**config.mk**
```make
export PLATFORM = sky130hd
export DESIGN_NAME = instruction_sequencer
export DESIGN_NICKNAME = d
export VERILOG_FILES = /design/src/rtl/instruction_sequencer.sv
export SDC_FILE = /design/constraint.sdc
export NUM_CORES = 1
export LEC_CHECK = 0
export CAP_MARGIN = 5
export CORE_MARGIN = 4
export CORE_UTILIZATION = 50
export CTS_BUF_LIST = sky130_fd_sc_hd__clkbuf_2 sky130_fd_sc_hd__clkbuf_4 sky130_fd_sc_hd__clkbuf_8
export DETAILED_ROUTE_END_ITERATION = 12
export PLACE_DENSITY = 0.88
export SLEW_MARGIN = 25
export SYNTH_ARGS = -nofsm -noshare
export SYNTH_HDL_FRONTEND = slang
export SYNTH_SLANG_ARGS = --single-unit
```
**constraint.sdc**
```tcl
create_clock -name CLK -period 1.9 [get_ports CLK]
set_input_delay 0.38 -clock CLK [delete_from_list [all_inputs] [get_ports CLK]]
set_output_delay 0.38 -clock CLK [all_outputs]
set_load 0.01 [all_outputs]
```
**src/rtl/instruction_sequencer.sv**
```systemverilog
// Multi-cycle instruction sequencer: FETCH -> DECODE -> EXEC per instruction,
// driving ALU/register-file controls from a 9-bit instruction word.
module instruction_sequencer (
  input  logic        CLK,
  input  logic        reset,
  input  logic        start,
  output logic        inst_req,
  output logic [7:0]  inst_addr,
  input  logic        inst_valid,
  input  logic [8:0]  inst,
  output logic [4:0]  alu_op,
  output logic        alu_imm_sel,
  output logic [7:0]  imm_out,
  output logic [4:0]  reg_addr,
  output logic        reg_we,
  input  logic [7:0]  alu_result,
  input  logic        branch_comp_pass,
  output logic        busy,
  output logic        done,
  output logic [15:0] instr_count
);

  typedef enum logic [4:0] {
    ALU_ADD  = 5'd0,  ALU_SUB  = 5'd1,  ALU_SLL  = 5'd2,  ALU_SRL  = 5'd3,
    ALU_BREG = 5'd4,  ALU_SUBU = 5'd5,  ALU_ADDU = 5'd6,  ALU_AND  = 5'd7,
    ALU_SLRA = 5'd8,  ALU_SEQ  = 5'd9,  ALU_MOD  = 5'd10, ALU_ADDI = 5'd11,
    ALU_BNE  = 5'd12, ALU_BEZ  = 5'd13, ALU_MV   = 5'd14
  } alu_op_e;

  localparam logic [3:0] OPC_HALT = 4'hF;

  typedef enum logic [2:0] {
    S_IDLE, S_FETCH, S_DECODE, S_EXEC, S_HALTED
  } state_e;

  function automatic logic is_branch(input logic [3:0] opc);
    return ({1'b0, opc} == ALU_BNE) || ({1'b0, opc} == ALU_BEZ);
  endfunction

  function automatic logic is_imm(input logic [3:0] opc);
    logic [4:0] op;
    op = {1'b0, opc};
    return (op == ALU_SLL) || (op == ALU_SRL) || (op == ALU_SLRA) ||
           (op == ALU_ADDI) || is_branch(opc);
  endfunction

  state_e      state_q, state_d;
  logic [7:0]  pc_q, pc_d;
  logic [3:0]  opc_q, opc_d;
  logic [15:0] cnt_q, cnt_d;
  logic        inst_req_q, inst_req_d;
  logic [4:0]  alu_op_q, alu_op_d;
  logic        imm_sel_q, imm_sel_d;
  logic [7:0]  imm_q, imm_d;
  logic [4:0]  reg_addr_q, reg_addr_d;
  logic        reg_we_q, reg_we_d;
  logic        busy_q, busy_d;
  logic        done_q, done_d;

  always_comb begin
    state_d    = state_q;
    pc_d       = pc_q;
    opc_d      = opc_q;
    cnt_d      = cnt_q;
    inst_req_d = inst_req_q;
    alu_op_d   = alu_op_q;
    imm_sel_d  = imm_sel_q;
    imm_d      = imm_q;
    reg_addr_d = reg_addr_q;
    reg_we_d   = reg_we_q;
    busy_d     = busy_q;
    done_d     = done_q;
    case (state_q)
      S_IDLE, S_HALTED: begin
        if (start) begin
          state_d    = S_FETCH;
          pc_d       = 8'd0;
          cnt_d      = 16'd0;
          inst_req_d = 1'b1;
          busy_d     = 1'b1;
          done_d     = 1'b0;
        end
      end
      S_FETCH: begin
        // Decode outputs are registered on acceptance so they are valid
        // for the whole DECODE cycle.
        if (inst_valid) begin
          state_d    = S_DECODE;
          opc_d      = inst[8:5];
          inst_req_d = 1'b0;
          alu_op_d   = (inst[8:5] == OPC_HALT) ? ALU_ADD : {1'b0, inst[8:5]};
          imm_sel_d  = (inst[8:5] != OPC_HALT) && is_imm(inst[8:5]);
          imm_d      = {3'b000, inst[4:0]};
          reg_addr_d = inst[4:0];
        end
      end
      S_DECODE: begin
        if (opc_q == OPC_HALT) begin
          state_d    = S_HALTED;
          busy_d     = 1'b0;
          done_d     = 1'b1;
          alu_op_d   = ALU_ADD;
          imm_sel_d  = 1'b0;
          imm_d      = 8'd0;
          reg_addr_d = 5'd0;
        end else begin
          state_d  = S_EXEC;
          reg_we_d = !is_branch(opc_q);
        end
      end
      S_EXEC: begin
        state_d    = S_FETCH;
        inst_req_d = 1'b1;
        reg_we_d   = 1'b0;
        alu_op_d   = ALU_ADD;
        imm_sel_d  = 1'b0;
        imm_d      = 8'd0;
        reg_addr_d = 5'd0;
        pc_d       = (is_branch(opc_q) && branch_comp_pass) ? alu_result : pc_q + 8'd1;
        cnt_d      = (cnt_q == 16'hFFFF) ? cnt_q : cnt_q + 16'd1;
      end
      default: state_d = S_IDLE;
    endcase
  end

  always_ff @(posedge CLK) begin
    if (reset) begin
      state_q    <= S_IDLE;
      pc_q       <= 8'd0;
      opc_q      <= 4'd0;
      cnt_q      <= 16'd0;
      inst_req_q <= 1'b0;
      alu_op_q   <= ALU_ADD;
      imm_sel_q  <= 1'b0;
      imm_q      <= 8'd0;
      reg_addr_q <= 5'd0;
      reg_we_q   <= 1'b0;
      busy_q     <= 1'b0;
      done_q     <= 1'b0;
    end else begin
      state_q    <= state_d;
      pc_q       <= pc_d;
      opc_q      <= opc_d;
      cnt_q      <= cnt_d;
      inst_req_q <= inst_req_d;
      alu_op_q   <= alu_op_d;
      imm_sel_q  <= imm_sel_d;
      imm_q      <= imm_d;
      reg_addr_q <= reg_addr_d;
      reg_we_q   <= reg_we_d;
      busy_q     <= busy_d;
      done_q     <= done_d;
    end
  end

  assign inst_req    = inst_req_q;
  assign inst_addr   = pc_q;
  assign alu_op      = alu_op_q;
  assign alu_imm_sel = imm_sel_q;
  assign imm_out     = imm_q;
  assign reg_addr    = reg_addr_q;
  assign reg_we      = reg_we_q;
  assign busy        = busy_q;
  assign done        = done_q;
  assign instr_count = cnt_q;

endmodule

```
==> results.md <==
| Group | Item | Value |
|:---|:---|:---|
| clock tree | Number of resized instances in the post-cts repair step | 0 |
| yosys | Post-synthesis async set-or-reset flop share | 0 |
| final layout | Post-layout utilization of the core | 0.703 |
| final layout | Post-route standard cell area excluding fillers | 0.00339 sq mm |
| place | Minimum setup slack after placement | 0.00641 ns |
| clock tree | TritonCTS sink count | 45 |
| drt | Routed via count | 2,535 |
| clock tree | Source-to-sink clock delay at the later pin of the worst-skew pair | 0.30 ns |
| grt | Aggregate global routing overflow | 0 |
| drt | First-pass iteration count of the detailed router | 4 |
| die | Die Footprint | 0.00628 sq mm |
| timing | Skew final | 0.00547 ns |
| timing | Tmin final | 1.82 ns |
| place | DP Wirelength | 4810 microns |
| yosys | Number of warnings reported in the yosys synthesis log | 0 |
| worst setup path | Data arrival time of the critical path | 1.44 ns |
| drt | Wirelength per Cell | 15.4 microns |
| worst setup path | Critical path launch point type | register |
| place | Placed cells | 417 |
| grt | Number of antenna violations at the first check in global routing | 0 |
| power and ir drop | Total power of the final layout | 2.16 mW |
| worst setup path | Buf+Inv Stages, Crit Path | 1 |
| worst setup path | Slowest library cell on the worst path | sky130_fd_sc_hd__clkdlybuf4s50_1 |
| timing | WHS | 0.479 ns |
| yosys | Dominant combinational cell family by area after synthesis | compound AO/OA/AOI/OAI gates |
| worst setup path | Critical Setup Path Class | reg2out |
| worst setup path | Crit path cell chain | clkdlybuf4s50_1 |
| final layout | Filler Cells Inserted | 403 |
| die | Core Region | 0.00482 sq mm |
| grt | Largest net degree at the start of global routing | 31 |
| yosys | Netlist area before placement | 0.00254 sq mm |
| place | Port-buffer cells | 64 |
| grt | First-pass GRT wire length | 11,100 microns |
| yosys | Share of synthesized cell area in and, or, nand and nor gates | 0.246 |
| die | Site Rows | 25 |
| worst setup path | Crit. End Element | output pin |
| final layout | Footprint of the multi-input gates | 0.00143 sq mm |
| timing | Worst relative slew slack | 0.665 |
| grt | All-layer global routing usage | 0.217 |
| final layout | Filler-free cell count of the finished design | 425 |
| drt | Number of design-rule violations left by the first detailed-router iteration | 145 |
| die | Vertical die dimension | 79.3 microns |
| yosys | Synthesis-stage register bit count | 45 |
| worst setup path | Worst path max stage delay | 0.62 ns |
| hold path | Worst hold path type | reg2reg |
| timing | Period utilisation layout | 0.960 |
| die | Die Width | 79.3 microns |
| power and ir drop | Lkg Pwr | 1.16 nW |
| clock tree | TritonCTS Buffers | 5 |
| worst setup path | Cell family with the largest share of critical-path delay | buffers and inverters |
| yosys | Most common library cells after synthesis | 45 x sky130_fd_sc_hd__dfxtp_1, 25 x sky130_fd_sc_hd__a21oi_1, 21 x sky130_fd_sc_hd__o21ai_0, 18 x sky130_fd_sc_hd__nand2_1, 15 x sky130_fd_sc_hd__nor2_1 |
| timing | Worst-margin pin slew | 0.502 ns |
| yosys | Top cells by area in the synthesized netlist | sky130_fd_sc_hd__dfxtp_1 35%, sky130_fd_sc_hd__a21oi_1 4.9%, sky130_fd_sc_hd__o21ai_0 4.1% |
| worst setup path | Critical path data required time | 1.52 ns |
| final layout | Register Area | 901 sq um |
| place | Placed cell areas | 0.00325 sq mm |
| timing | Number of hold violations in the final report | 0 |
| status | Status | finished, final reports clean |
| timing | Aggregate negative setup slack | 0 ns |
| yosys | Proportion of synthesized area in mux cells | 0.0202 |
| clock tree | Clock slew seen by the registers of the worst setup and hold paths | 0.09 ns |
| yosys | Number of enable flip-flop cells after synthesis | 0 |
| drt | DRT Wirelength | 6540 microns |
| grt | Via count of the first global-routing pass | 2,371 |
| timing | Max Freq | 0.549 GHz |
| final layout | Layout net count | 381 |
| timing | Setup violations, final | 0 |
| clock tree | Number of buffers on the longest clock path | 2 |
| yosys | Most area-hungry cell type in the Yosys netlist | sky130_fd_sc_hd__dfxtp_1 |
| run | Number of violations of the max-capacitance limit | 0 |
| clock tree | Post-cts hold buffer count | 0 |
| yosys | Complex-gate fraction of the synthesized area | 0.282 |
| clock tree | Deepest level of the CTS H-tree | 2 |
| power and ir drop | Max VDD drop | 344 uV |
| worst setup path | Reg2reg start | instr_count[0] |
| clock tree | Clock tree root buffer cell | sky130_fd_sc_hd__clkbuf_8 |
| yosys | Area share of the largest cell type after synthesis | 0.355 |
| timing | Final-report max-slew violation count | 0 |
| power and ir drop | Pwr per Cell Area | 636 mW/mm^2 |
| final layout | Antenna cell count | 0 |
| place | Global placement routability congestion | 0.934 |
| clock tree | Post-CTS repair timing setup buffer count | 0 |
| hold path | Launch point of the worst hold path | alu_op[3] |
| drt | Detailed-route DRC error count | 0 |
| die | # IOs | 69 |
| clock tree | Clock tree from TritonCTS | built |
| drt | Via count normalized by instance count | 5.96 |
| timing | Worst Setup Slack, final | 0.0769 ns |
| worst setup path | Crit Path Max Fanout | 9 |
| yosys | Distinct cell type count after synthesis | 69 |
| worst setup path | Launching element of the worst setup path | instr_count[11] |
| final layout | Share of cells above drive strength 1 | 0.145 |
| yosys | Adder and majority cell fraction of the synthesized area | 0.00985 |
| final layout | Relative area change from synthesis to final layout | 33.3% |
| yosys | Post-synthesis cell count | 292 |
| yosys | XOR/XNOR share of the synthesized area | 0 |
| drt | Remaining antenna violation count | 0 |
| yosys | Sequential cell area fraction in the yosys report | 0.355 |
| timing | Setup repair after global routing missed its margin | no |
| die | Starting Density | 0.527 |
| yosys | Most common flop cell mapped by yosys | sky130_fd_sc_hd__dfxtp_1 |
| yosys | Leading cell type by number of instances after synthesis | sky130_fd_sc_hd__dfxtp_1 |
| yosys | Post-Synthesis Mean Instance Area | 8.70 sq um |
## sequential cells by signal, indices dropped and copies added, names as in the netlist
name and flops:
busy 1, instr_count 16, state_q 3, alu_imm_sel 1, inst_req 1, opc_q 4, imm_out 5, done 1
inst_addr 8, reg_we 1, alu_op 4
## kinds of logic after synthesis
logic type                 count (synthesis)
and+or+nand+nor                          100
AOI/OAI and AO/OA                         98
DFF                                       45
buffers and inverters                     41
muxes                                      5
adders and majority gates                  2
other                                      1
## path summary, 6_finish.rpt
path / cells past startpoint / end / slack [ns]
worst max-delay path: 1 / instr_count[11] / 0.08
worst min-delay path: 2 / alu_op[3] / 0.48
worst max register to register: 5 / instr_count[15] / 0.18
worst min register to register: 2 / alu_op[3] / 0.48
## layout make-up
| class | count | share of cell area |
|---|---|---|
| inverter | 12 | 0.0133 |
| clock inverter | 3 | 0.0192 |
| multi-input combinational | 209 | 0.423 |
| clock buffer | 5 | 0.0203 |
| timing repair buffer | 84 | 0.233 |
| tap | 67 | 0.0248 |
| sequential | 45 | 0.266 |
## worst register-to-register path: stages, from the launching register on
cell                       delay (ns)
sky130_fd_sc_hd__dfxtp_1         0.34
sky130_fd_sc_hd__ha_1            0.20
sky130_fd_sc_hd__and3_1          0.34
sky130_fd_sc_hd__nand2_2         0.15
sky130_fd_sc_hd__o32a_4          0.46
sky130_fd_sc_hd__o221ai_2        0.16
## routing by layer
metal  routed length (microns)  track usage  vias to the layer above  part of all wire
met5                         0            0                        -                 0
met4                        73       0.0567                        0             0.011
met3                       378       0.0454                        9             0.058
met2                      3280        0.370                       86              0.50
li1                          -            -                     1215                 -
met1                      2810        0.279                     1225              0.43
## placed cells by master (no fill, tap or decap), types with 3 or more instances in the layout
master	count
sky130_fd_sc_hd__clkdlybuf4s50_1	64
sky130_fd_sc_hd__dfxtp_1	45
sky130_fd_sc_hd__a21oi_1	25
sky130_fd_sc_hd__o21ai_0	21
sky130_fd_sc_hd__buf_4	20
sky130_fd_sc_hd__nand2_1	18
sky130_fd_sc_hd__nor2_1	15
sky130_fd_sc_hd__inv_1	11
sky130_fd_sc_hd__nor3_1	10
sky130_fd_sc_hd__and3_1	6
sky130_fd_sc_hd__a31oi_1	6
sky130_fd_sc_hd__nand3_1	6
sky130_fd_sc_hd__nand4b_1	6
sky130_fd_sc_hd__and2_1	5
sky130_fd_sc_hd__a311oi_2	5
sky130_fd_sc_hd__nand4_1	5
sky130_fd_sc_hd__clkbuf_8	5
sky130_fd_sc_hd__and4_1	4
sky130_fd_sc_hd__mux2i_1	4
sky130_fd_sc_hd__o211ai_1	4
sky130_fd_sc_hd__a41oi_1	4
sky130_fd_sc_hd__conb_1	4
sky130_fd_sc_hd__a211oi_1	3
sky130_fd_sc_hd__o21a_1	3
sky130_fd_sc_hd__a21oi_2	3
sky130_fd_sc_hd__or4_1	3
sky130_fd_sc_hd__o31ai_1	3
## power by group
part	switching [mW]	internal, mW	total [mW]	leakage [nW]
Sequential	0.0234	0.968	0.991	0.364
Clock	0.337	0.522	0.859	0.0681
Combinational	0.146	0.158	0.304	0.724
No activity file was read; power rests on OpenSTA's default activity.
